**src/rtl/multicycle_control.sv**
```systemverilog
// -----------------------------------------------------------------------------
// multicycle_control
//
// Main control FSM of the multi-cycle RV32I core. One shared ALU, the register
// file and a single unified instruction/data memory port are sequenced through
// fetch, decode, execute, memory and writeback. Supported opcodes are R-type,
// lw, sw and beq; anything else traps. Every memory wait state is bounded by a
// cycle counter, and running out of cycles traps with a timeout cause.
//
// Parameters
//   MAX_WAIT    cycles allowed in one memory wait state before a timeout trap
//               (1..65535)
//
// Ports
//   clk         rising-edge clock
//   reset       asynchronous, active-high reset; forces every output to 0
//   opcode      instruction register bits [6:0], valid from DECODE onward
//   zero        ALU zero flag (branch condition)
//   mem_ready   memory completed the current access this cycle
//   mem_req     memory access request
//   mem_we      memory write (only while mem_req=1)
//   adr_src     memory address select: 0=PC, 1=ALUOut
//   ir_write    load instruction register and oldPC
//   pc_write    load PC from the result mux
//   alu_src_a   ALU A select: 00=PC, 01=oldPC, 10=rs1
//   alu_src_b   ALU B select: 00=rs2, 01=immediate, 10=constant 4
//   alu_op      ALUOp: 00=add, 01=sub/compare, 10=decode by funct
//   result_src  result mux: 00=ALUOut, 01=memory data reg, 10=live ALU result
//   reg_write   register file write enable
//   retire      one-cycle pulse when an instruction completes
//   trap        sticky fault flag
//   trap_cause  00=none, 01=illegal opcode, 10=memory timeout
//   state       current state encoding, for debug
// -----------------------------------------------------------------------------
module multicycle_control #(
   parameter int unsigned MAX_WAIT = 255
) (
   input  logic       clk,
   input  logic       reset,
   input  logic [6:0] opcode,
   input  logic       zero,
   input  logic       mem_ready,
   output logic       mem_req,
   output logic       mem_we,
   output logic       adr_src,
   output logic       ir_write,
   output logic       pc_write,
   output logic [1:0] alu_src_a,
   output logic [1:0] alu_src_b,
   output logic [1:0] alu_op,
   output logic [1:0] result_src,
   output logic       reg_write,
   output logic       retire,
   output logic       trap,
   output logic [1:0] trap_cause,
   output logic [3:0] state
);

   typedef enum logic [3:0] {
      FETCH    = 4'd0,
      DECODE   = 4'd1,
      MEMADR   = 4'd2,
      MEMREAD  = 4'd3,
      MEMWB    = 4'd4,
      MEMWRITE = 4'd5,
      EXECR    = 4'd6,
      ALUWB    = 4'd7,
      BEQ      = 4'd8,
      TRAP     = 4'd15
   } state_t;

   localparam logic [6:0] OP_RTYPE = 7'b0110011;
   localparam logic [6:0] OP_LW    = 7'b0000011;
   localparam logic [6:0] OP_SW    = 7'b0100011;
   localparam logic [6:0] OP_BEQ   = 7'b1100011;

   localparam logic [1:0] CAUSE_NONE    = 2'b00;
   localparam logic [1:0] CAUSE_ILLEGAL = 2'b01;
   localparam logic [1:0] CAUSE_TIMEOUT = 2'b10;

   // Last counter value that may still be spent waiting; one more idle cycle
   // after it would exceed MAX_WAIT.
   localparam logic [15:0] WAIT_LAST = 16'(MAX_WAIT - 1);

   state_t      state_q;
   state_t      state_d;
   logic [1:0]  cause_q;
   logic [1:0]  cause_d;
   logic [15:0] wait_cnt;
   logic        waiting;
   logic        timeout;

   // States that hold the memory port and wait for mem_ready.
   assign waiting = (state_q == FETCH) || (state_q == MEMREAD) || (state_q == MEMWRITE);
   // A ready in the final allowed cycle still completes the access.
   assign timeout = waiting && !mem_ready && (wait_cnt == WAIT_LAST);

   // NOTE: state registers use non-blocking assignments so every flop samples
   // the pre-edge value of every other flop, independent of process order.
   always_ff @(posedge clk or posedge reset) begin
      if (reset) begin
         state_q  <= FETCH;
         cause_q  <= CAUSE_NONE;
         wait_cnt <= '0;
      end else begin
         state_q <= state_d;
         cause_q <= cause_d;
         // Any state change clears the counter, so each wait state is entered
         // with a fresh budget.
         if (state_d != state_q) begin
            wait_cnt <= '0;
         end else if (waiting && !mem_ready) begin
            wait_cnt <= wait_cnt + 16'd1;
         end
      end
   end

   // Next-state logic. trap_cause is only written on the transition into TRAP
   // and then held, since TRAP never exits without reset.
   // NOTE: every signal gets a default before the case so no path leaves it
   // unassigned, which would otherwise infer a latch.
   always_comb begin
      state_d = state_q;
      cause_d = cause_q;
      case (state_q)
         FETCH: begin
            if (mem_ready) begin
               state_d = DECODE;
            end else if (timeout) begin
               state_d = TRAP;
               cause_d = CAUSE_TIMEOUT;
            end
         end
         DECODE: begin
            case (opcode)
               OP_LW, OP_SW: state_d = MEMADR;
               OP_RTYPE:     state_d = EXECR;
               OP_BEQ:       state_d = BEQ;
               default: begin
                  state_d = TRAP;
                  cause_d = CAUSE_ILLEGAL;
               end
            endcase
         end
         MEMADR: state_d = (opcode == OP_LW) ? MEMREAD : MEMWRITE;
         MEMREAD: begin
            if (mem_ready) begin
               state_d = MEMWB;
            end else if (timeout) begin
               state_d = TRAP;
               cause_d = CAUSE_TIMEOUT;
            end
         end
         MEMWB: state_d = FETCH;
         MEMWRITE: begin
            if (mem_ready) begin
               state_d = FETCH;
            end else if (timeout) begin
               state_d = TRAP;
               cause_d = CAUSE_TIMEOUT;
            end
         end
         EXECR: state_d = ALUWB;
         ALUWB: state_d = FETCH;
         BEQ:   state_d = FETCH;
         TRAP:  state_d = TRAP;
         // Unused encodings can only come from an upset; park them in TRAP.
         default: begin
            state_d = TRAP;
            cause_d = CAUSE_ILLEGAL;
         end
      endcase
   end

   // Output decode: Moore by state, except ir_write/pc_write (and the store
   // retire) which qualify on mem_ready or zero. Reset overrides everything so
   // an aborted store cannot keep mem_we up after the asynchronous assertion.
   always_comb begin
      mem_req    = 1'b0;
      mem_we     = 1'b0;
      adr_src    = 1'b0;
      ir_write   = 1'b0;
      pc_write   = 1'b0;
      alu_src_a  = 2'b00;
      alu_src_b  = 2'b00;
      alu_op     = 2'b00;
      result_src = 2'b00;
      reg_write  = 1'b0;
      retire     = 1'b0;
      trap       = 1'b0;
      trap_cause = cause_q;
      state      = state_q;
      case (state_q)
         FETCH: begin
            mem_req    = 1'b1;
            alu_src_b  = 2'b10;
            result_src = 2'b10;
            ir_write   = mem_ready;
            pc_write   = mem_ready;
         end
         DECODE: begin
            // oldPC + imm lands in ALUOut as the branch target.
            alu_src_a = 2'b01;
            alu_src_b = 2'b01;
         end
         MEMADR: begin
            alu_src_a = 2'b10;
            alu_src_b = 2'b01;
         end
         MEMREAD: begin
            mem_req = 1'b1;
            adr_src = 1'b1;
         end
         MEMWB: begin
            result_src = 2'b01;
            reg_write  = 1'b1;
            retire     = 1'b1;
         end
         MEMWRITE: begin
            mem_req = 1'b1;
            mem_we  = 1'b1;
            adr_src = 1'b1;
            retire  = mem_ready;
         end
         EXECR: begin
            alu_src_a = 2'b10;
            alu_op    = 2'b10;
         end
         ALUWB: begin
            reg_write = 1'b1;
            retire    = 1'b1;
         end
         BEQ: begin
            // Compare rs1-rs2; ALUOut still holds the target from DECODE.
            alu_src_a = 2'b10;
            alu_op    = 2'b01;
            pc_write  = zero;
            retire    = 1'b1;
         end
         TRAP: trap = 1'b1;
         default: ;
      endcase
      if (reset) begin
         mem_req    = 1'b0;
         mem_we     = 1'b0;
         adr_src    = 1'b0;
         ir_write   = 1'b0;
         pc_write   = 1'b0;
         alu_src_a  = 2'b00;
         alu_src_b  = 2'b00;
         alu_op     = 2'b00;
         result_src = 2'b00;
         reg_write  = 1'b0;
         retire     = 1'b0;
         trap       = 1'b0;
         trap_cause = 2'b00;
         state      = 4'd0;
      end
   end

endmodule

```
**config.mk**
```make
export PLATFORM = sky130hd
export DESIGN_NAME = multicycle_control
export DESIGN_NICKNAME = d
export VERILOG_FILES = /design/src/rtl/multicycle_control.sv
export SDC_FILE = /design/constraint.sdc
export NUM_CORES = 1
export LEC_CHECK = 0
export BUFFER_PORTS_ARGS = -buffer_cell sky130_fd_sc_hd__clkbuf_2
export CAP_MARGIN = 30
export CELL_PAD_IN_SITES_DETAIL_PLACEMENT = 1
export CELL_PAD_IN_SITES_GLOBAL_PLACEMENT = 1
export CORE_AREA = 2 2 69 71
export DETAILED_ROUTE_END_ITERATION = 7
export DIE_AREA = 0 0 71 73
export GPL_TIMING_DRIVEN = 1
export PLACE_DENSITY = 0.88
export SYNTH_ARGS = -nofsm -noshare
export SYNTH_HDL_FRONTEND = slang
export SYNTH_SLANG_ARGS = --single-unit
export TNS_END_PERCENT = 100
```
**constraint.sdc**
```tcl
create_clock -name clk -period 2.89 [get_ports clk]
set_input_delay 0.1445 -clock clk [delete_from_list [all_inputs] [get_ports clk]]
set_output_delay 0.1445 -clock clk [all_outputs]
set_load 0.05 [all_outputs]
```
==> metrics.md <==
| Metric | Value |
|---|---|
| Run status | `finished, final reports clean` |
| Initial DRC count | `150` |
| Pre-Repair DR Iteration Count | `4` |
| Tot GR Track Use | `19.24%` |
| Ys async rst share | `100.0%` |
| Peak supply drop | `310.7 uV` |
| Num rows | `25` |
| Min-delay worst type | `input pin to asynchronous set/reset pin` |
| Fillcell total | `between 500 and 600` |
| RSZ-0062 raised after global routing | `no` |
| Vias in the first global route | `1,710` |
| Worst Tran Pin Value | `0.7336 ns` |
| WHS | `about 0.048 ns` |
| P per Cell Area | `923.9 nW/um2` |
| Syn Inst Count | `about 220` |
| Startpoint Class | `flop` |
| Ports | `33` |
| Worst R2R Path Depth | `7` |
| Die Y | `about 73 um` |
| Vias post-DR | `1,714` |
| Port bufs | `32` |
| CTS tree | `done` |
| Worst reg2reg path startpoint | `wait_cnt[8]` |
| Final Setup Violations | `0` |
| Maximum root-to-sink buffer count | `2` |
| CP endpoint kind | `output port` |
| Post-Route Setup TNS | `0 ns` |
| Clk sink count | `22` |
| Dpl ws | `0.3311 ns` |
| GRT overflow | `0` |
| Reg-to-reg endpoint | `wait_cnt[5]` |
| Syn_nets | `230` |
| Sw Share | `roughly 52%` |
| Final HPWL DP | `around 3700 um` |
| Syn_area_per_cell | `~8 um2` |
| YS warnings | `0` |
| Final hold viol count | `0` |
| Slew HR | `about half` |
| Fmax achieved | `roughly 370 MHz` |
| H-tree depth | `1` |
| Psw | `between 1 and 1.5 mW` |
| Antenna Violating Nets Remaining | `0` |
| Routability-driven placement congestion ratio | `0.8425` |
| Placed insts | `about 300` |
| Final worst setup slack | `between 0.15 and 0.2 ns` |
| CP required | `around 2.8 ns` |
| Routed WL | `4857 um` |
| DRC | `0` |
| Non-Filler Instances | `303` |
| Core Box Area | `approximately 4500 um2` |
| Clk pin slew, worst setup/hold paths | `0.08 ns` |
| Worst EP arrival | `2.57 ns` |
| Final min period | `2.719 ns` |
| Primary FF master, synth | `dfrtp_1` |
| Setup bufs post-CTS | `0` |
| Initial antenna violation count | `0` |
| Routed wire per std cell | `16.03 um` |
| CTS Buf Count | `3` |
| Slew Limit Fails | `0` |
| Fraction of layout cells with a size suffix above 1 | `26.10%` |
| First-pass GRT wire length | `8190 um` |
| Leakage | `0.8863 nW` |
| Post-synthesis sequential area ratio | `31.07%` |
| P_int | `0.9366 mW` |
| Die width | `71 um` |
| # diodes | `0` |
| Synthesis-to-finish area growth | `18.57%` |
| Period utilisation layout | `94.10%` |
| Sequential Power Share | `23.7%` |
| Setup CP Type | `flop to output port` |
| Clk Latency, worst-skew pair | `0.27 ns` |
| R2R Setup Slk | `0.56 ns` |
| Initial Util | `39.06%` |
| Crit-path max FO | `13` |
| Cell area after synthesis | `1772 um2` |
| Vias per cell | `between 5 and 6` |
| Logic pwr share | `a little over 60%` |
| Clock skew | `roughly 0.0084 ns` |
| Clk network pwr share | `14.8%` |
| Yosys cell types | `58` |
| Die ar. | `5183 um2` |
| #FFs+latches synth | `22` |
| Maxcap violations | `0` |
| Nets | `263` |
| Post-synth EDFFs | `0` |
| Clk root buf | `clkbuf_8` |
| Largest net degree at the start of global routing | `18` |
[registers in the layout, indices dropped and copies added, names as in the netlist]
signal	flops
cause_q	2
wait_cnt	16
state_q	4
[metal layers]
metal	share of wire [%]	routed length (um)	GRT usage, %	vias up
met3	2.5	120	1.381	5
met5	0	0	0	-
met1	44	2152	24.94	836
met2	52	2533	34.79	35
met4	1.1	51	5.031	0
li1	-	-	-	838
[how the worst max path moves through the flow]
| stage | start | depth (start not counted) | end | slack (ns) |
|---|---|---|---|---|
| 6_report | state_q[2] | 8 | trap | 0.17 |
| 5_1_grt | state_q[3] | 7 | trap | 0.005 |
| 4_1_cts | state_q[2] | 8 | trap | 0.04 |
| 3_5_place_dp | state_q[2] | 8 | trap | 0.33 |
| 3_3_place_gp | state_q[0] | 7 | trap | 0.44 |
| 2_1_floorplan | state_q[1] | 5 | retire | 0.04 |
[cell usage in the layout (no fill, tap or decap), types with 2 or more instances in the layout]
cell	n
inv_1	6
nand4_1	5
nor2_1	29
clkbuf_8	3
a22o_1	3
nor2b_1	9
buf_4	9
a211o_1	2
nor3_1	10
or2_2	3
xor2_1	13
xnor2_1	5
nand3_1	8
a21oi_1	12
clkbuf_2	31
dfrtp_2	3
dfrtp_1	19
and3_1	3
nand2_1	14
o21ai_0	13
nor4_2	2
a21boi_0	3
a22oi_1	2
and2_1	3
ha_1	2
[area by class of cell]
type	count	area (um2)	area share [%]
Tap cell	54	67.56	3.216
Clock inverter	1	30.03	1.429
Multi-Input combinational cell	175	1151	54.79
Sequential cell	22	554.3	26.38
Timing Repair Buffer	41	230.2	10.96
Clock buffer	3	41.29	1.965
Inverter	7	26.28	1.251
[repair_timing]
action	in CTS	in global routing
hold buffers	0	0
gates resized for setup	0	7
setup endpoints to repair	0	1
[power by group through the flow]
stage	logic, mW	registers [mW]	clock network, mW
2_1_floorplan	0.985	0.376	0
3_3_place_gp	1.15	0.451	0
3_5_place_dp	1.18	0.456	0
4_1_cts	1.18	0.450	0.294
5_1_grt	1.30	0.473	0.305
6_report	1.19	0.460	0.287
[kinds of logic (layout without fill, tap and decap cells)]
logic type,after synthesis,count (layout),synth area share (%)
AOI/OAI and AO/OA,47,47,18.50
xor gates and xnor gates,18,18,8.898
adders and majority gates,2,2,1.412
buffers and inverters,20,52,5.155
DFF,22,22,31.07
muxes,1,1,0.5650
and+or+nand+nor,107,107,34.39
[cells in the mapped netlist (2+ instances only)]
cell type | number | area (um2)
or2_2 | 3 | 18.77
a22oi_1 | 2 | 15.01
xnor2_1 | 5 | 43.79
and2_1 | 3 | 18.77
a211o_1 | 2 | 17.52
nor4b_1 | 2 | 17.52
buf_2 | 4 | 20.02
inv_1 | 6 | 22.52
nand3_1 | 8 | 40.04
nor2_1 | 29 | 108.9
nor4_1 | 2 | 12.51
nor2b_1 | 9 | 56.30
a21boi_0 | 3 | 22.52
o21ai_0 | 13 | 65.06
clkbuf_1 | 6 | 22.52
xor2_1 | 13 | 113.9
and3_1 | 3 | 18.77
dfrtp_1 | 22 | 550.5
a21oi_1 | 13 | 65.06
ha_1 | 2 | 25.02
nand2_1 | 14 | 52.55
a22o_1 | 3 | 26.28
nor3_1 | 11 | 55.05
nand4_1 | 5 | 31.28
[worst max-delay path: stages, from the launching register on]
cell	delay [ns]
dfrtp_2	0.51
buf_4	0.20
or2_2	0.31
a21oi_1	0.19
a2bb2oi_1	0.23
a22o_1	0.20
o2111ai_4	0.19
nor3_1	0.22
clkbuf_4	0.27
[metrics by stage]
step / power, mW / area [um2] / utilization (%)
final: 1.941 / 2101 / 46.32
after global routing: 2.082 / 2101 / 46.32
after CTS: 1.927 / 2085 / 45.96
after detailed placement: 1.636 / 2013 / 44.39
after global placement: 1.598 / 2013 / 44.39
after floorplan: 1.361 / 1783 / -
Power figures use the tool's default switching activity.
